<file path="src/rtl/led_column_scanner_if.sv">
// Host-side bundle for led_column_scanner: buffer write port, playback control and LED column outputs.
interface led_column_scanner_if #(
   parameter int ROWS  = 5,
   parameter int DEPTH = 64
);
   localparam int AW = $clog2(DEPTH);

   logic            wr_en;
   logic [AW-1:0]   wr_addr;
   logic [ROWS-1:0] wr_data;
   logic [AW:0]     len;
   logic            start;
   logic            stop;
   logic            loop;
   logic [ROWS-1:0] col_out;
   logic [AW-1:0]   col_idx;
   logic            col_strobe;
   logic            busy;
   logic            done;

   modport master (
      output wr_en, wr_addr, wr_data, len, start, stop, loop,
      input  col_out, col_idx, col_strobe, busy, done
   );

   modport slave (
      input  wr_en, wr_addr, wr_data, len, start, stop, loop,
      output col_out, col_idx, col_strobe, busy, done
   );
endinterface

</file>
<file path="src/rtl/led_column_scanner.sv">
// Column-scan LED banner engine: first column 1 clock after start, each column held COL_CYCLES clocks; no backpressure.
// Looping playback is only built when LED_COLUMN_SCANNER_LOOP_EN is defined; otherwise every frame is one-shot.
module led_column_scanner #(
   parameter int ROWS       = 5,
   parameter int DEPTH      = 64,
   parameter int COL_CYCLES = 5
) (
   input logic                  clk,
   input logic                  rst_n,
   led_column_scanner_if.slave  bus
);
   localparam int AW = $clog2(DEPTH);
   localparam int DW = (COL_CYCLES > 1) ? $clog2(COL_CYCLES) : 1;
   localparam logic [AW:0]   LEN_MAX    = (AW+1)'(DEPTH);
   localparam logic [DW-1:0] DWELL_LAST = DW'(COL_CYCLES - 1);

   typedef enum logic {IDLE, SHOW} state_t;

   state_t          state;
   logic [ROWS-1:0] mem [DEPTH];
   logic [AW:0]     len_q;
   logic [DW-1:0]   dwell;
   logic [ROWS-1:0] col_out;
   logic [AW-1:0]   col_idx;
   logic            col_strobe;
   logic            busy;
   logic            done;
   logic [AW-1:0]   next_idx;
   logic            last_col;
`ifdef LED_COLUMN_SCANNER_LOOP_EN
   logic            loop_q;
`endif

   assign next_idx = col_idx + 1'b1;
   assign last_col = ({1'b0, col_idx} == (len_q - 1'b1));

   assign bus.col_out    = col_out;
   assign bus.col_idx    = col_idx;
   assign bus.col_strobe = col_strobe;
   assign bus.busy       = busy;
   assign bus.done       = done;

   always_ff @(posedge clk) begin
      if (!rst_n) begin
         for (int i = 0; i < DEPTH; i++) mem[i] <= '0;
      end else if (bus.wr_en) begin
         mem[bus.wr_addr] <= bus.wr_data;
      end
   end

   // Fetches read mem before this edge's write lands, so a write racing a fetch is seen next time round.
   always_ff @(posedge clk) begin
      if (!rst_n) begin
         state      <= IDLE;
         len_q      <= '0;
         dwell      <= '0;
         col_out    <= '0;
         col_idx    <= '0;
         col_strobe <= 1'b0;
         busy       <= 1'b0;
         done       <= 1'b0;
`ifdef LED_COLUMN_SCANNER_LOOP_EN
         loop_q     <= 1'b0;
`endif
      end else begin
         col_strobe <= 1'b0;
         done       <= 1'b0;
         case (state)
            IDLE: begin
               if (bus.start && (bus.len != '0)) begin
                  len_q      <= (bus.len > LEN_MAX) ? LEN_MAX : bus.len;
`ifdef LED_COLUMN_SCANNER_LOOP_EN
                  loop_q     <= bus.loop;
`endif
                  col_out    <= mem[0];
                  col_idx    <= '0;
                  col_strobe <= 1'b1;
                  dwell      <= '0;
                  busy       <= 1'b1;
                  state      <= SHOW;
               end
            end
            SHOW: begin
               if (bus.stop) begin
                  col_out <= '0;
                  col_idx <= '0;
                  dwell   <= '0;
                  busy    <= 1'b0;
                  state   <= IDLE;
               end else if (dwell != DWELL_LAST) begin
                  dwell <= dwell + 1'b1;
               end else if (!last_col) begin
                  col_idx    <= next_idx;
                  col_out    <= mem[next_idx];
                  col_strobe <= 1'b1;
                  dwell      <= '0;
`ifdef LED_COLUMN_SCANNER_LOOP_EN
               end else if (loop_q) begin
                  col_idx    <= '0;
                  col_out    <= mem[0];
                  col_strobe <= 1'b1;
                  done       <= 1'b1;
                  dwell      <= '0;
`endif
               end else begin
                  col_out <= '0;
                  col_idx <= '0;
                  dwell   <= '0;
                  busy    <= 1'b0;
                  done    <= 1'b1;
                  state   <= IDLE;
               end
            end
         endcase
      end
   end
endmodule

</file>
<file path="src/flat_wrapper.sv">
// flat-port wrapper written by rule: the top's interface ports become plain ports
module led_column_scanner_flat 
#(
   parameter int ROWS       = 5,
   parameter int DEPTH      = 64,
   parameter int COL_CYCLES = 5
)
  (clk, rst_n, bus_wr_en, bus_wr_addr, bus_wr_data, bus_len, bus_start, bus_stop, bus_loop, bus_col_out, bus_col_idx, bus_col_strobe, bus_busy, bus_done);
  led_column_scanner_if #(.ROWS(ROWS), .DEPTH(DEPTH)) bus_i ();
  input logic clk;
  input logic rst_n;
  input wire logic [$bits(bus_i.wr_en)-1:0] bus_wr_en;
  input wire logic [$bits(bus_i.wr_addr)-1:0] bus_wr_addr;
  input wire logic [$bits(bus_i.wr_data)-1:0] bus_wr_data;
  input wire logic [$bits(bus_i.len)-1:0] bus_len;
  input wire logic [$bits(bus_i.start)-1:0] bus_start;
  input wire logic [$bits(bus_i.stop)-1:0] bus_stop;
  input wire logic [$bits(bus_i.loop)-1:0] bus_loop;
  output wire logic [$bits(bus_i.col_out)-1:0] bus_col_out;
  output wire logic [$bits(bus_i.col_idx)-1:0] bus_col_idx;
  output wire logic [$bits(bus_i.col_strobe)-1:0] bus_col_strobe;
  output wire logic [$bits(bus_i.busy)-1:0] bus_busy;
  output wire logic [$bits(bus_i.done)-1:0] bus_done;
  assign bus_i.wr_en = bus_wr_en;
  assign bus_i.wr_addr = bus_wr_addr;
  assign bus_i.wr_data = bus_wr_data;
  assign bus_i.len = bus_len;
  assign bus_i.start = bus_start;
  assign bus_i.stop = bus_stop;
  assign bus_i.loop = bus_loop;
  assign bus_col_out = bus_i.col_out;
  assign bus_col_idx = bus_i.col_idx;
  assign bus_col_strobe = bus_i.col_strobe;
  assign bus_busy = bus_i.busy;
  assign bus_done = bus_i.done;
  led_column_scanner #(.ROWS(ROWS), .DEPTH(DEPTH), .COL_CYCLES(COL_CYCLES)) u_core (.clk(clk), .rst_n(rst_n), .bus(bus_i));
endmodule
</file>
<file path="config.mk">
export PLATFORM = sky130hd
export DESIGN_NAME = led_column_scanner_flat
export DESIGN_NICKNAME = d
export VERILOG_FILES = /design/src/rtl/led_column_scanner_if.sv /design/src/rtl/led_column_scanner.sv /design/src/flat_wrapper.sv
export SDC_FILE = /design/constraint.sdc
export NUM_CORES = 1
export LEC_CHECK = 0
export CAP_MARGIN = 25
export CORE_ASPECT_RATIO = 0.9
export CORE_UTILIZATION = 55
export CTS_BUF_LIST = sky130_fd_sc_hd__clkbuf_16
export DETAILED_ROUTE_END_ITERATION = 8
export HOLD_SLACK_MARGIN = 0.06
export PLACE_DENSITY_LB_ADDON = 0.05
export SLEW_MARGIN = 5
export SYNTH_ARGS = -nofsm -noshare
export SYNTH_HDL_FRONTEND = slang
export SYNTH_SLANG_ARGS = --single-unit
</file>
<file path="constraint.sdc">
create_clock -name clk -period 5.3 [get_ports clk]
set_input_delay 1.06 -clock clk [delete_from_list [all_inputs] [get_ports clk]]
set_output_delay 1.06 -clock clk [all_outputs]
set_load 0.02 [all_outputs]
</file>
==> flow_summary.toml <==
[worst_setup_path]
start_kind = "input port"
reg2reg_slack_ns = 1.78
worstPathMaxFanout = 12
worstReg2RegEnd = "u_core.bus.col_out[2]$_SDFFE_PN0P_"
r2r_cells = 8
path_cells = "clkdlybuf4s50_1 -> and2_1 -> nand4_1 -> o21ai_0"
critPathArrivalTime_ns = 3.80
cp-end-kind = "flip-flop"
critical_path_buf_inv_count = 1
critical-path-slowest-cell = "o21ai_0"
rr_startpoint = "u_core.bus.col_idx[0]$_SDFFE_PN0P_"
slowest_delay_ns = 0.93
critPathTopFamily = "simple AND/OR/NAND/NOR gates"
critPathRequiredTime_ns = 5.44
critical_path_class = "in -> reg"

[sta]
fmax_ghz = 0.2731
tns_ns = 0
drv_slew = 0
setup_viol = 0
fin_worst_skew_ns = 0.01536
fin_ws_ns = 1.639
hold_viol = 0
fin_crit_sh_pct = 69.08
min_period_ns = 3.661
relSlewSlack_pct = 29.14
worstMarginPinSlew_ns = 1.060
rsz0062_at_grt = "no"

[layout]
regArea_mm2 = 0.01011
syn_to_final_growth_pct = 9.923
drive_gt1_share_pct = 14.59
final_util_pct = 61.37
antennaDiodeCount = 0
layout.nets = 1236
design_area_mm2 = 0.01834
multiInputGateArea_mm2 = 0.006097
fillCellCount = 2308

[clock_network]
path_clk_slew_ns = 0.06
cts_buffers = 37
ctsHoldBuffers = 0
cts_max_path_buffers = 3
cts_sinks = 345
cts_setup_buffers = 0
ctsRootBufferMaster = "clkbuf_16"
cts_tree = "yes"
htree_levels = 2
clk-insertion-delay-late_ns = 0.52
post_cts_resized = 0

[floorplan]
die_area_mm2 = 0.03103
start_util_pct = 55.83
die_h_um = 167.2
io_pins = 38
coreArea_mm2 = 0.02988
die_w_um = 185.6
row_count = 60

[yosys]
syn_nets = 1244
synth_area_mm2 = 0.01668
avgSynthCellArea_um2 = 13.72
ys_ff_latch = 345
synth.area.top_cells = "edfxtp_1 (58%), and2_1 (12%), mux4_2 (11%)"
yosysTopAreaCellShare_pct = 57.60
ys.flop_type = "edfxtp_1"
synth_top_area_cell = "edfxtp_1"
ys_seq_area_share_pct = 60.60
synth_edf_count = 320
synthCells = 1216
yosysUniqueCellTypes = 54
async_reset_ff_share_pct = 0
netlist_top_cells_count = "and2_1 (323), edfxtp_1 (320), mux4_2 (81), nor2_1 (78), clkbuf_1 (66)"
yosysMostFrequentCell = "and2_1"
yosysWarnings = 0

[global_routing]
antenna_found_initial = 0
grt_pass1_vias = 9547
grt_overflow_total = 0
groute.usage.overall_pct = 25.84
grt_start_max_net_pins = 72
grt_pass1_wl_um = 58730

[route]
postRouteAntennaNets = 0
drc_errors = 0
drt_iter0_drc = 1087
drt-total-wl_um = 38010
vias = 9706
routedWlPerCell_um = 23.22
vias_per_cell = 5.929
firstDrtPassIters = 5

[worst_hold_path]
holdPathStages = 2
worstHoldEndpoint = "u_core.dwell[2]$_SDFFE_PN0P_"
min-delay-start = "u_core.dwell[2]$_SDFFE_PN0P_"
min-delay-path-class = "reg -> reg"

[run_status]
status = "complete, no violations"

[pwr]
ir_drop_mv = 0.3074
p_leak_uw = 0.006003
p_per_area_mw_per_mm2 = 321.9

[placement]
gp_congestion = 0.7687
post-dp-hpwl_um = 24480
portBuffers = 36
placed_area_mm2 = 0.01721
pre_cts_ws_ns = 1.157

[job]
cap_violations = 0
[worst max-delay path by stage]
stage / from / to / slack, ns / depth (start not counted)
6_report: bus_wr_en / u_core.mem[7][2]$_SDFFCE_PN0P_ / 1.64 / 4
5_1_grt: bus_wr_en / u_core.mem[31][4]$_SDFFCE_PN0P_ / 1.51 / 4
4_1_cts: u_core.bus.col_idx[0]$_SDFFE_PN0P_ / bus_col_idx[0] / 1.62 / 2
3_5_place_dp: bus_wr_en / u_core.mem[7][3]$_SDFFCE_PN0P_ / 1.16 / 4
3_3_place_gp: bus_wr_en / u_core.mem[55][2]$_SDFFCE_PN0P_ / 1.20 / 4
2_1_floorplan: bus_wr_addr[5] / u_core.mem[16][0]$_SDFFCE_PN0P_ / 2.49 / 5
[logic make-up after synthesis]
group                      count (synthesis)  share of synthesized area, %
xor gates and xnor gates                  12                        0.8326
DFF                                      345                         60.60
buffers and inverters                    106                         2.993
and+or+nand+nor                          510                         17.66
muxes                                    116                         13.14
adders and majority gates                  4                        0.3000
AOI/OAI and AO/OA                        123                         4.478
[cells in the final DEF, fill, tap and decap left out, drive strengths merged, types with 8 or more instances in the layout]
cell / synthesis / layout
nand2: 28 / 28
buf: 34 / 23
clkinv: 0 / 17
a22oi: 8 / 8
dfxtp: 25 / 25
o221ai: 11 / 11
mux2i: 21 / 21
nand3: 14 / 14
o21ai: 65 / 65
and2: 323 / 323
clkbuf: 66 / 37
inv: 6 / 12
edfxtp: 320 / 320
xnor2: 8 / 8
nand3b: 11 / 11
mux2: 14 / 14
nand2b: 8 / 8
nor3: 8 / 8
mux4: 81 / 81
nor2b: 11 / 11
nor2: 78 / 78
clkdlybuf4s50: 0 / 30
a21oi: 20 / 20
[per-stage QoR]
step	std cells	hold slack, ns	power, uW
4_1_cts	1637	0.5037	5936
6_report	1637	0.5020	5903
5_1_grt	1637	0.5264	6075
3_3_place_gp	1572	0.4869	3504
2_1_floorplan	1216	0.4626	3379
3_5_place_dp	1572	0.4955	3511
[state kept, by name, indices dropped and copies added, names as in the netlist]
signal and cells:
u_core.mem 320, u_core.dwell 3, u_core.bus.busy 1, u_core.bus.col_idx 6, u_core.bus.done 1, u_core.len_q 7, u_core.bus.col_strobe 1, u_core.bus.col_out 5
u_core.state 1
[cell type report]
class / count / area share (%)
timing repair buffer: 53 / 2.565
multi-input combinational: 765 / 33.25
inverter: 6 / 0.1228
clock inverter: 28 / 1.112
tap: 403 / 2.750
clock buffer: 37 / 5.049
sequential: 345 / 55.15
[routing by layer]
| metal | up-vias | GRT usage (%) | part of all wire [%] |
|---|---|---|---|
| met5 | - | 0 | 0 |
| met4 | 0 | 6.700 | 2.2 |
| met3 | 56 | 3.132 | 5.7 |
| met2 | 310 | 40.37 | 47 |
| met1 | 4888 | 38.66 | 45 |
| li1 | 4452 | - | - |
[report_power, final]
part | switching (uW) | leakage [uW] | internal, uW
Sequential | 51.1 | 0.00324 | 3110
Combinational | 191 | 0.00218 | 104
Clock | 1040 | 0.000581 | 1410
[worst min-delay path, cell delays in order, from the launching register on]
cell and delay, ns:
dfxtp_1 0.33, o21ai_0 0.07, a21oi_1 0.06
No activity file was read; power rests on OpenSTA's default activity.
